**src/rtl/lsu1_pkg.sv**
```systemverilog
// Shared load/store definitions: LS_SEL codes, bus size codes, LSU states and request record.
package lsu1_pkg;

    localparam logic [3:0] LS_SEL_LB  = 4'd0;
    localparam logic [3:0] LS_SEL_LBU = 4'd1;
    localparam logic [3:0] LS_SEL_LH  = 4'd2;
    localparam logic [3:0] LS_SEL_LHU = 4'd3;
    localparam logic [3:0] LS_SEL_LW  = 4'd4;
    localparam logic [3:0] LS_SEL_LWL = 4'd5;
    localparam logic [3:0] LS_SEL_LWR = 4'd6;
    localparam logic [3:0] LS_SEL_SB  = 4'd7;
    localparam logic [3:0] LS_SEL_SH  = 4'd8;
    localparam logic [3:0] LS_SEL_SW  = 4'd9;
    localparam logic [3:0] LS_SEL_SWL = 4'd10;
    localparam logic [3:0] LS_SEL_SWR = 4'd11;

    localparam logic [1:0] DSIZE_BYTE = 2'd0;
    localparam logic [1:0] DSIZE_HALF = 2'd1;
    localparam logic [1:0] DSIZE_WORD = 2'd2;

    typedef enum logic [2:0] {
        StIdle,
        StWaitAddr,
        StWaitData,
        StHold,
        StDiscard
    } lsu_state_e;

    typedef struct packed {
        logic        wr;
        logic [1:0]  size;
        logic [31:0] addr;
        logic [3:0]  wstrb;
        logic [31:0] wdata;
    } lsu_req_t;

    // Store codes occupy a contiguous range after the loads.
    function automatic logic ls_is_store(input logic [3:0] sel);
        return (sel >= LS_SEL_SB) && (sel <= LS_SEL_SWR);
    endfunction

endpackage

```
**src/rtl/lsu1_if.sv**
```systemverilog
// SRAM-like data bus between the LSU (master) and the data memory side (slave).
interface lsu1_if;

    logic        data_req;
    logic        data_wr;
    logic [1:0]  data_size;
    logic [31:0] data_addr;
    logic [3:0]  data_wstrb;
    logic [31:0] data_wdata;
    logic        data_addr_ok;
    logic        data_data_ok;
    logic [31:0] data_rdata;

    modport master (
        output data_req, data_wr, data_size, data_addr, data_wstrb, data_wdata,
        input  data_addr_ok, data_data_ok, data_rdata
    );

    modport slave (
        input  data_req, data_wr, data_size, data_addr, data_wstrb, data_wdata,
        output data_addr_ok, data_data_ok, data_rdata
    );

endinterface

```
**src/rtl/lsu1_store_align.sv**
```systemverilog
// Combinational request formatter: byte strobes, lane-aligned store data, size and bus address.
module lsu1_store_align
    import lsu1_pkg::*;
(
    input  logic [3:0]  i_ls_sel,
    input  logic [31:0] i_addr,
    input  logic [31:0] i_rt,
    output logic        o_wr,
    output logic [1:0]  o_size,
    output logic [31:0] o_addr,
    output logic [3:0]  o_wstrb,
    output logic [31:0] o_wdata
);

    // Decode the access; loads keep wstrb 0 and drive no store data.
    always_comb begin
        o_wr    = ls_is_store(i_ls_sel);
        o_size  = DSIZE_WORD;
        o_addr  = i_addr;
        o_wstrb = 4'b0000;
        o_wdata = 32'h0;
        case (i_ls_sel)
            LS_SEL_LB, LS_SEL_LBU: o_size = DSIZE_BYTE;
            LS_SEL_LH, LS_SEL_LHU: o_size = DSIZE_HALF;
            LS_SEL_LW:             o_size = DSIZE_WORD;
            LS_SEL_LWL, LS_SEL_LWR: o_addr = {i_addr[31:2], 2'b00};
            LS_SEL_SB: begin
                o_size  = DSIZE_BYTE;
                o_wstrb = 4'b0001 << i_addr[1:0];
                o_wdata = {4{i_rt[7:0]}};
            end
            LS_SEL_SH: begin
                o_size  = DSIZE_HALF;
                o_wstrb = i_addr[1] ? 4'b1100 : 4'b0011;
                o_wdata = {2{i_rt[15:0]}};
            end
            LS_SEL_SW: begin
                o_wstrb = 4'b1111;
                o_wdata = i_rt;
            end
            // Unaligned-word stores: the left part lands in the low lanes.
            LS_SEL_SWL: begin
                o_addr = {i_addr[31:2], 2'b00};
                case (i_addr[1:0])
                    2'b00: begin o_wstrb = 4'b0001; o_wdata = {24'h0, i_rt[31:24]}; end
                    2'b01: begin o_wstrb = 4'b0011; o_wdata = {16'h0, i_rt[31:16]}; end
                    2'b10: begin o_wstrb = 4'b0111; o_wdata = {8'h0, i_rt[31:8]}; end
                    default: begin o_wstrb = 4'b1111; o_wdata = i_rt; end
                endcase
            end
            LS_SEL_SWR: begin
                o_addr = {i_addr[31:2], 2'b00};
                case (i_addr[1:0])
                    2'b00: begin o_wstrb = 4'b1111; o_wdata = i_rt; end
                    2'b01: begin o_wstrb = 4'b1110; o_wdata = {i_rt[23:0], 8'h0}; end
                    2'b10: begin o_wstrb = 4'b1100; o_wdata = {i_rt[15:0], 16'h0}; end
                    default: begin o_wstrb = 4'b1000; o_wdata = {i_rt[7:0], 24'h0}; end
                endcase
            end
            default: ;
        endcase
    end

endmodule

```
**src/rtl/lsu1.sv**
```systemverilog
// Memory-request stage: issues one data-bus transaction per EX load/store, tracks it to
// completion, registers the load word for MEM and stalls the pipe while it is outstanding.
module lsu1
    import lsu1_pkg::*;
(
    input  logic        clk,
    input  logic        rst,
    input  logic        ex_ls_ena,
    input  logic [3:0]  ex_ls_sel,
    input  logic [31:0] ex_ls_addr,
    input  logic [31:0] ex_rt_data,
    input  logic        ex_has_exception,
    input  logic        pipe_advance,
    input  logic        flush,
    lsu1_if.master      bus,
    output logic [31:0] data_ram_rdata,
    output logic        lsu_stall_req
);

    lsu_state_e  r_state;
    lsu_req_t    r_req;
    logic [31:0] r_ram_rdata;
    lsu_req_t    w_ex_req;
    lsu_req_t    w_bus_req;
    logic        w_go;

    assign w_go = ex_ls_ena & ~ex_has_exception & ~flush;

    lsu1_store_align u_align (
        .i_ls_sel (ex_ls_sel),
        .i_addr   (ex_ls_addr),
        .i_rt     (ex_rt_data),
        .o_wr     (w_ex_req.wr),
        .o_size   (w_ex_req.size),
        .o_addr   (w_ex_req.addr),
        .o_wstrb  (w_ex_req.wstrb),
        .o_wdata  (w_ex_req.wdata)
    );

    // Transaction FSM; request fields are captured in the go cycle and replayed while waiting.
    always_ff @(posedge clk or posedge rst) begin
        if (rst) begin
            r_state     <= StIdle;
            r_req       <= '0;
            r_ram_rdata <= 32'h0;
        end else begin
            case (r_state)
                StIdle: begin
                    if (w_go) begin
                        r_req   <= w_ex_req;
                        r_state <= bus.data_addr_ok ? StWaitData : StWaitAddr;
                    end
                end
                StWaitAddr: begin
                    // Accepted in the flush cycle: the response still has to be drained.
                    if (bus.data_addr_ok) begin
                        r_state <= flush ? StDiscard : StWaitData;
                    end else if (flush) begin
                        r_state <= StIdle;
                    end
                end
                StWaitData: begin
                    if (bus.data_data_ok) begin
                        if (!r_req.wr) begin
                            r_ram_rdata <= bus.data_rdata;
                        end
                        r_state <= pipe_advance ? StIdle : StHold;
                    end else if (flush) begin
                        r_state <= StDiscard;
                    end
                end
                StHold: begin
                    if (pipe_advance || flush) begin
                        r_state <= StIdle;
                    end
                end
                StDiscard: begin
                    if (bus.data_data_ok) begin
                        r_state <= StIdle;
                    end
                end
                default: r_state <= StIdle;
            endcase
        end
    end

    // In IDLE the request goes straight from EX; afterwards it comes from the capture register.
    always_comb begin
        w_bus_req = (r_state == StIdle) ? w_ex_req : r_req;
    end

    // Bus request and stall; both are forced low while reset is asserted.
    always_comb begin
        bus.data_req  = ~rst & (((r_state == StIdle) & w_go) | (r_state == StWaitAddr));
        lsu_stall_req = ~rst & (((r_state == StIdle) & w_go) | (r_state == StWaitAddr) |
                                ((r_state == StWaitData) & ~bus.data_data_ok) |
                                (r_state == StDiscard));
    end

    assign bus.data_wr    = w_bus_req.wr;
    assign bus.data_size  = w_bus_req.size;
    assign bus.data_addr  = w_bus_req.addr;
    assign bus.data_wstrb = w_bus_req.wstrb;
    assign bus.data_wdata = w_bus_req.wdata;
    assign data_ram_rdata = r_ram_rdata;

endmodule

```
**src/flat_wrapper.sv**
```systemverilog
// flat-port wrapper written by rule: the top's interface ports become plain ports
module lsu1_flat import lsu1_pkg::*;
  (clk, rst, ex_ls_ena, ex_ls_sel, ex_ls_addr, ex_rt_data, ex_has_exception, pipe_advance, flush, data_ram_rdata, lsu_stall_req, bus_data_req, bus_data_wr, bus_data_size, bus_data_addr, bus_data_wstrb, bus_data_wdata, bus_data_addr_ok, bus_data_data_ok, bus_data_rdata);
  lsu1_if bus_i ();
  input  logic clk;
  input  logic rst;
  input  logic ex_ls_ena;
  input  logic [3:0] ex_ls_sel;
  input  logic [31:0] ex_ls_addr;
  input  logic [31:0] ex_rt_data;
  input  logic ex_has_exception;
  input  logic pipe_advance;
  input  logic flush;
  output logic [31:0] data_ram_rdata;
  output logic lsu_stall_req;
  output wire logic [$bits(bus_i.data_req)-1:0] bus_data_req;
  output wire logic [$bits(bus_i.data_wr)-1:0] bus_data_wr;
  output wire logic [$bits(bus_i.data_size)-1:0] bus_data_size;
  output wire logic [$bits(bus_i.data_addr)-1:0] bus_data_addr;
  output wire logic [$bits(bus_i.data_wstrb)-1:0] bus_data_wstrb;
  output wire logic [$bits(bus_i.data_wdata)-1:0] bus_data_wdata;
  input wire logic [$bits(bus_i.data_addr_ok)-1:0] bus_data_addr_ok;
  input wire logic [$bits(bus_i.data_data_ok)-1:0] bus_data_data_ok;
  input wire logic [$bits(bus_i.data_rdata)-1:0] bus_data_rdata;
  assign bus_data_req = bus_i.data_req;
  assign bus_data_wr = bus_i.data_wr;
  assign bus_data_size = bus_i.data_size;
  assign bus_data_addr = bus_i.data_addr;
  assign bus_data_wstrb = bus_i.data_wstrb;
  assign bus_data_wdata = bus_i.data_wdata;
  assign bus_i.data_addr_ok = bus_data_addr_ok;
  assign bus_i.data_data_ok = bus_data_data_ok;
  assign bus_i.data_rdata = bus_data_rdata;
  lsu1 u_core (.clk(clk), .rst(rst), .ex_ls_ena(ex_ls_ena), .ex_ls_sel(ex_ls_sel), .ex_ls_addr(ex_ls_addr), .ex_rt_data(ex_rt_data), .ex_has_exception(ex_has_exception), .pipe_advance(pipe_advance), .flush(flush), .bus(bus_i), .data_ram_rdata(data_ram_rdata), .lsu_stall_req(lsu_stall_req));
endmodule
```
**config.mk**
```make
export PLATFORM = sky130hd
export DESIGN_NAME = lsu1_flat
export DESIGN_NICKNAME = d
export VERILOG_FILES = /design/src/rtl/lsu1_pkg.sv /design/src/rtl/lsu1_if.sv /design/src/rtl/lsu1_store_align.sv /design/src/rtl/lsu1.sv /design/src/flat_wrapper.sv
export SDC_FILE = /design/constraint.sdc
export NUM_CORES = 1
export LEC_CHECK = 0
export CAP_MARGIN = 25
export CORE_ASPECT_RATIO = 0.6
export CORE_MARGIN = 2
export CORE_UTILIZATION = 48
export DETAILED_ROUTE_END_ITERATION = 16
export GPL_TIMING_DRIVEN = 1
export PLACE_DENSITY = 0.83
export SLEW_MARGIN = 25
export SYNTH_ARGS = -nofsm -noshare
export SYNTH_HDL_FRONTEND = slang
export SYNTH_HIERARCHICAL = 1
export SYNTH_SLANG_ARGS = --single-unit
```
**constraint.sdc**
```tcl
create_clock -name clk -period 9.1 [get_ports clk]
set_input_delay 2.275 -clock clk [delete_from_list [all_inputs] [get_ports clk]]
set_output_delay 2.275 -clock clk [all_outputs]
set_load 0.02 [all_outputs]
```
==> impl_metrics.ini <==
[timing]
min_period_ns = 7.78
relSlewSlack = 0.319
rsz0062_at_grt = no
fin_crit_sh = 0.854
hold_viol = 0
finalSetupViolCount = 0
skew_ns = 0.0185
fin_tns_setup_ns = 0
max_freq_ghz = 0.129
worst_pin_slew_ns = 1.02
maxSlewViolCount = 0

[cts]
cts_tree = built
cts_inserted_buffers = 9
ctsHoldBuffers = 0
cts_buffer_depth = 2
clock-sinks = 106
cts_resized = 0
h-tree-depth = 3
postCtsSetupRepairBufs = 0
path_clk_slew_ns = 0.07
clkLatencyLatePin_ns = 0.35
cts-root-buf = clkbuf_16

[yosys]
synth_edf_count = 0
syn_area_sq_mm = 0.00648
netlist_top_cells_area = dfrtp_1 (41%), mux2_2 (18%), mux2_1 (12%)
yosys_register_bits = 106
yosys.cell_types.count = 46
synth_warnings = 6
synth_area_per_cell_sq_um = 12.1
synth_nets = 643
ys_seq_area_frac = 0.409
syn_inst = 535
synthArstFlopShare = 1.00
ys.flop_type = dfrtp_1
yosysTopAreaCellShare = 0.409
synth_top_area_cell = dfrtp_1

[floorplanning]
die_area_sq_mm = 0.0145
die_h_um = 94.0
row_count = 32
io_pins = 213
chipWidth_um = 154
coreArea_sq_mm = 0.0130
initial_core_util = 0.498

[power]
leakagePower_nw = 3.74
pwr-share-clk = 0.157
vdd_drop_max_mv = 0.198
seqPwrFrac = 0.293
power_frac_comb = 0.549
switchingPower_mw = 1.02
power_density_mw_per_mm2 = 316
swShare = 0.367
p_int_mw = 1.76

[setup_path]
arrival_ns = 5.50
path_common_cell = clkdlybuf4s50_1
crit_type = in -> out
cp.buffers_inverters = 2
cp_cell_sequence = clkdlybuf4s50_1 -> and4b_1 -> nand2b_1 -> o21bai_4 -> a221o_1 -> mux2_2 -> clkdlybuf4s50_1
crit_family = buffers and inverters
end_kind = primary output
slowest_stage = clkdlybuf4s50_1
cpPeakStageDelay_ns = 0.79
start_kind = input port
crit_fanout = 16
required_ns = 6.83

[route]
wire_per_inst_um = 20.7
drc = 0
vias_per_cell = 5.84
via_count = 5068
dr.pass1.iters = 5
wl_um = 17900
antenna_left = 0
drt_iter0_drc = 286

[grt]
antenna_found_initial = 0
first_global_vias = 5109
grt_pass1_wl_um = 27700
grt_max_degree = 72
grt_overflow_total = 0
grt_util_all_layers = 0.245

[placed_design]
place.gp.congestion = 0.933
port_buffers = 212
dp_hpwl_um = 13300

[finish]
mostFrequentLayoutCells = clkdlybuf4s50_1 (212), mux2_2 (106), dfrtp_1 (106), mux2_1 (70), nand2_1 (18)
layout_commonest_cell = clkdlybuf4s50_1
postLayoutCoreUtil = 0.674
fin_nets = 801
syn2layout_area_growth_pct = 35.2
antenna_cells = 0
layout-drive-gt1-share = 0.203

[min_path]
worstHoldPathType = reg -> reg

[status]
status = finished clean

[run]
maxCapViolCount = 0
[routing by layer]
| layer | vias to the layer above | part of all wire | GRT usage | wire [um] |
|---|---|---|---|---|
| li1 | 2293 | - | - | - |
| met1 | 2510 | 0.45 | 0.344 | 8060 |
| met2 | 239 | 0.44 | 0.374 | 7920 |
| met3 | 26 | 0.095 | 0.0803 | 1710 |
| met4 | 0 | 0.013 | 0.0483 | 240 |
| met5 | - | 0 | 0 | 0 |
[worst paths after layout]
path                                   startpoint            endpoint  slack, ns  depth (start not counted)
worst max-delay path                 ex_ls_sel[1]  bus_data_wdata[14]       1.32                          7
worst min-delay path              u_core/r_req[9]     u_core/r_req[9]       0.49                          1
worst max register to register  u_core/r_state[0]    u_core/r_req[24]       6.62                          3
worst min register to register    u_core/r_req[9]     u_core/r_req[9]       0.49                          1
max in group asynchronous                     rst   u_core/r_state[0]       5.49                          3
min in group asynchronous                     rst    u_core/r_req[45]       2.44                          2
[cell usage after synthesis (3+ instances only)]
library cell    n
nand2b_1        5
nand2_1        19
o2bb2ai_1       8
clkbuf_1        9
nor2_1         11
buf_4          32
mux2_2        106
and2_1          4
a22o_1         14
a221o_1        16
and3b_1         8
mux2_1         70
dfrtp_1       106
a22oi_1        16
o21ai_1         3
buf_2          25
o21ai_0        11
mux4_2          7
a21oi_1        16
mux2i_1         7
buf_6           4
nor2b_1         6
[per-stage QoR]
step	setup WS [ns]	total power, mW	cells	instance area [sq um]	hold WS, ns
after floorplan	2.93	1.69	535	6480	0.460
after global placement	1.47	2.29	851	8420	0.469
after detailed placement	1.46	2.35	852	8430	0.477
after CTS	1.45	2.80	868	8770	0.493
after global routing	1.22	2.91	868	8770	0.507
final	1.32	2.77	868	8770	0.491
[worst register-to-register path, stage by stage, from the launching register on]
cell     delay, ns
dfrtp_1       0.50
nor3_4        0.57
nand2_4       0.68
mux2_1        0.63
[sequential cells by signal, summed over array words and instances, names as in the netlist]
register               flops
u_core/data_ram_rdata     32
u_core/r_req              71
u_core/r_state             3
[cell families (layout without fill, tap and decap cells)]
family | count (synthesis) | after routing | share of synthesized area
flip-flops | 106 | 106 | 0.409
AO/OA/AOI/OAI | 98 | 98 | 0.114
multiplexers | 190 | 190 | 0.341
buffers and inverters | 74 | 237 | 0.0708
XOR/XNOR | 1 | 1 | 0.00135
AND/OR/NAND/NOR | 66 | 66 | 0.0637
[final cells by class]
type	instances	area, sq um
inverter	3	13.8
sequential	106	2650
clock inverter	6	93.8
timing repair buffer	218	2170
clock buffer	10	239
tap	170	213
multi-input combinational	355	3380
fill	966	4250
[power groups by stage]
stage / Combinational (mW) / Clock (mW) / Sequential (mW)
4_1_cts: 1.54 / 0.449 / 0.814
5_1_grt: 1.60 / 0.467 / 0.844
2_1_floorplan: 0.820 / 0 / 0.872
3_5_place_dp: 1.52 / 0 / 0.821
3_3_place_gp: 1.49 / 0 / 0.803
6_report: 1.52 / 0.436 / 0.813
Power figures use the tool's default switching activity.
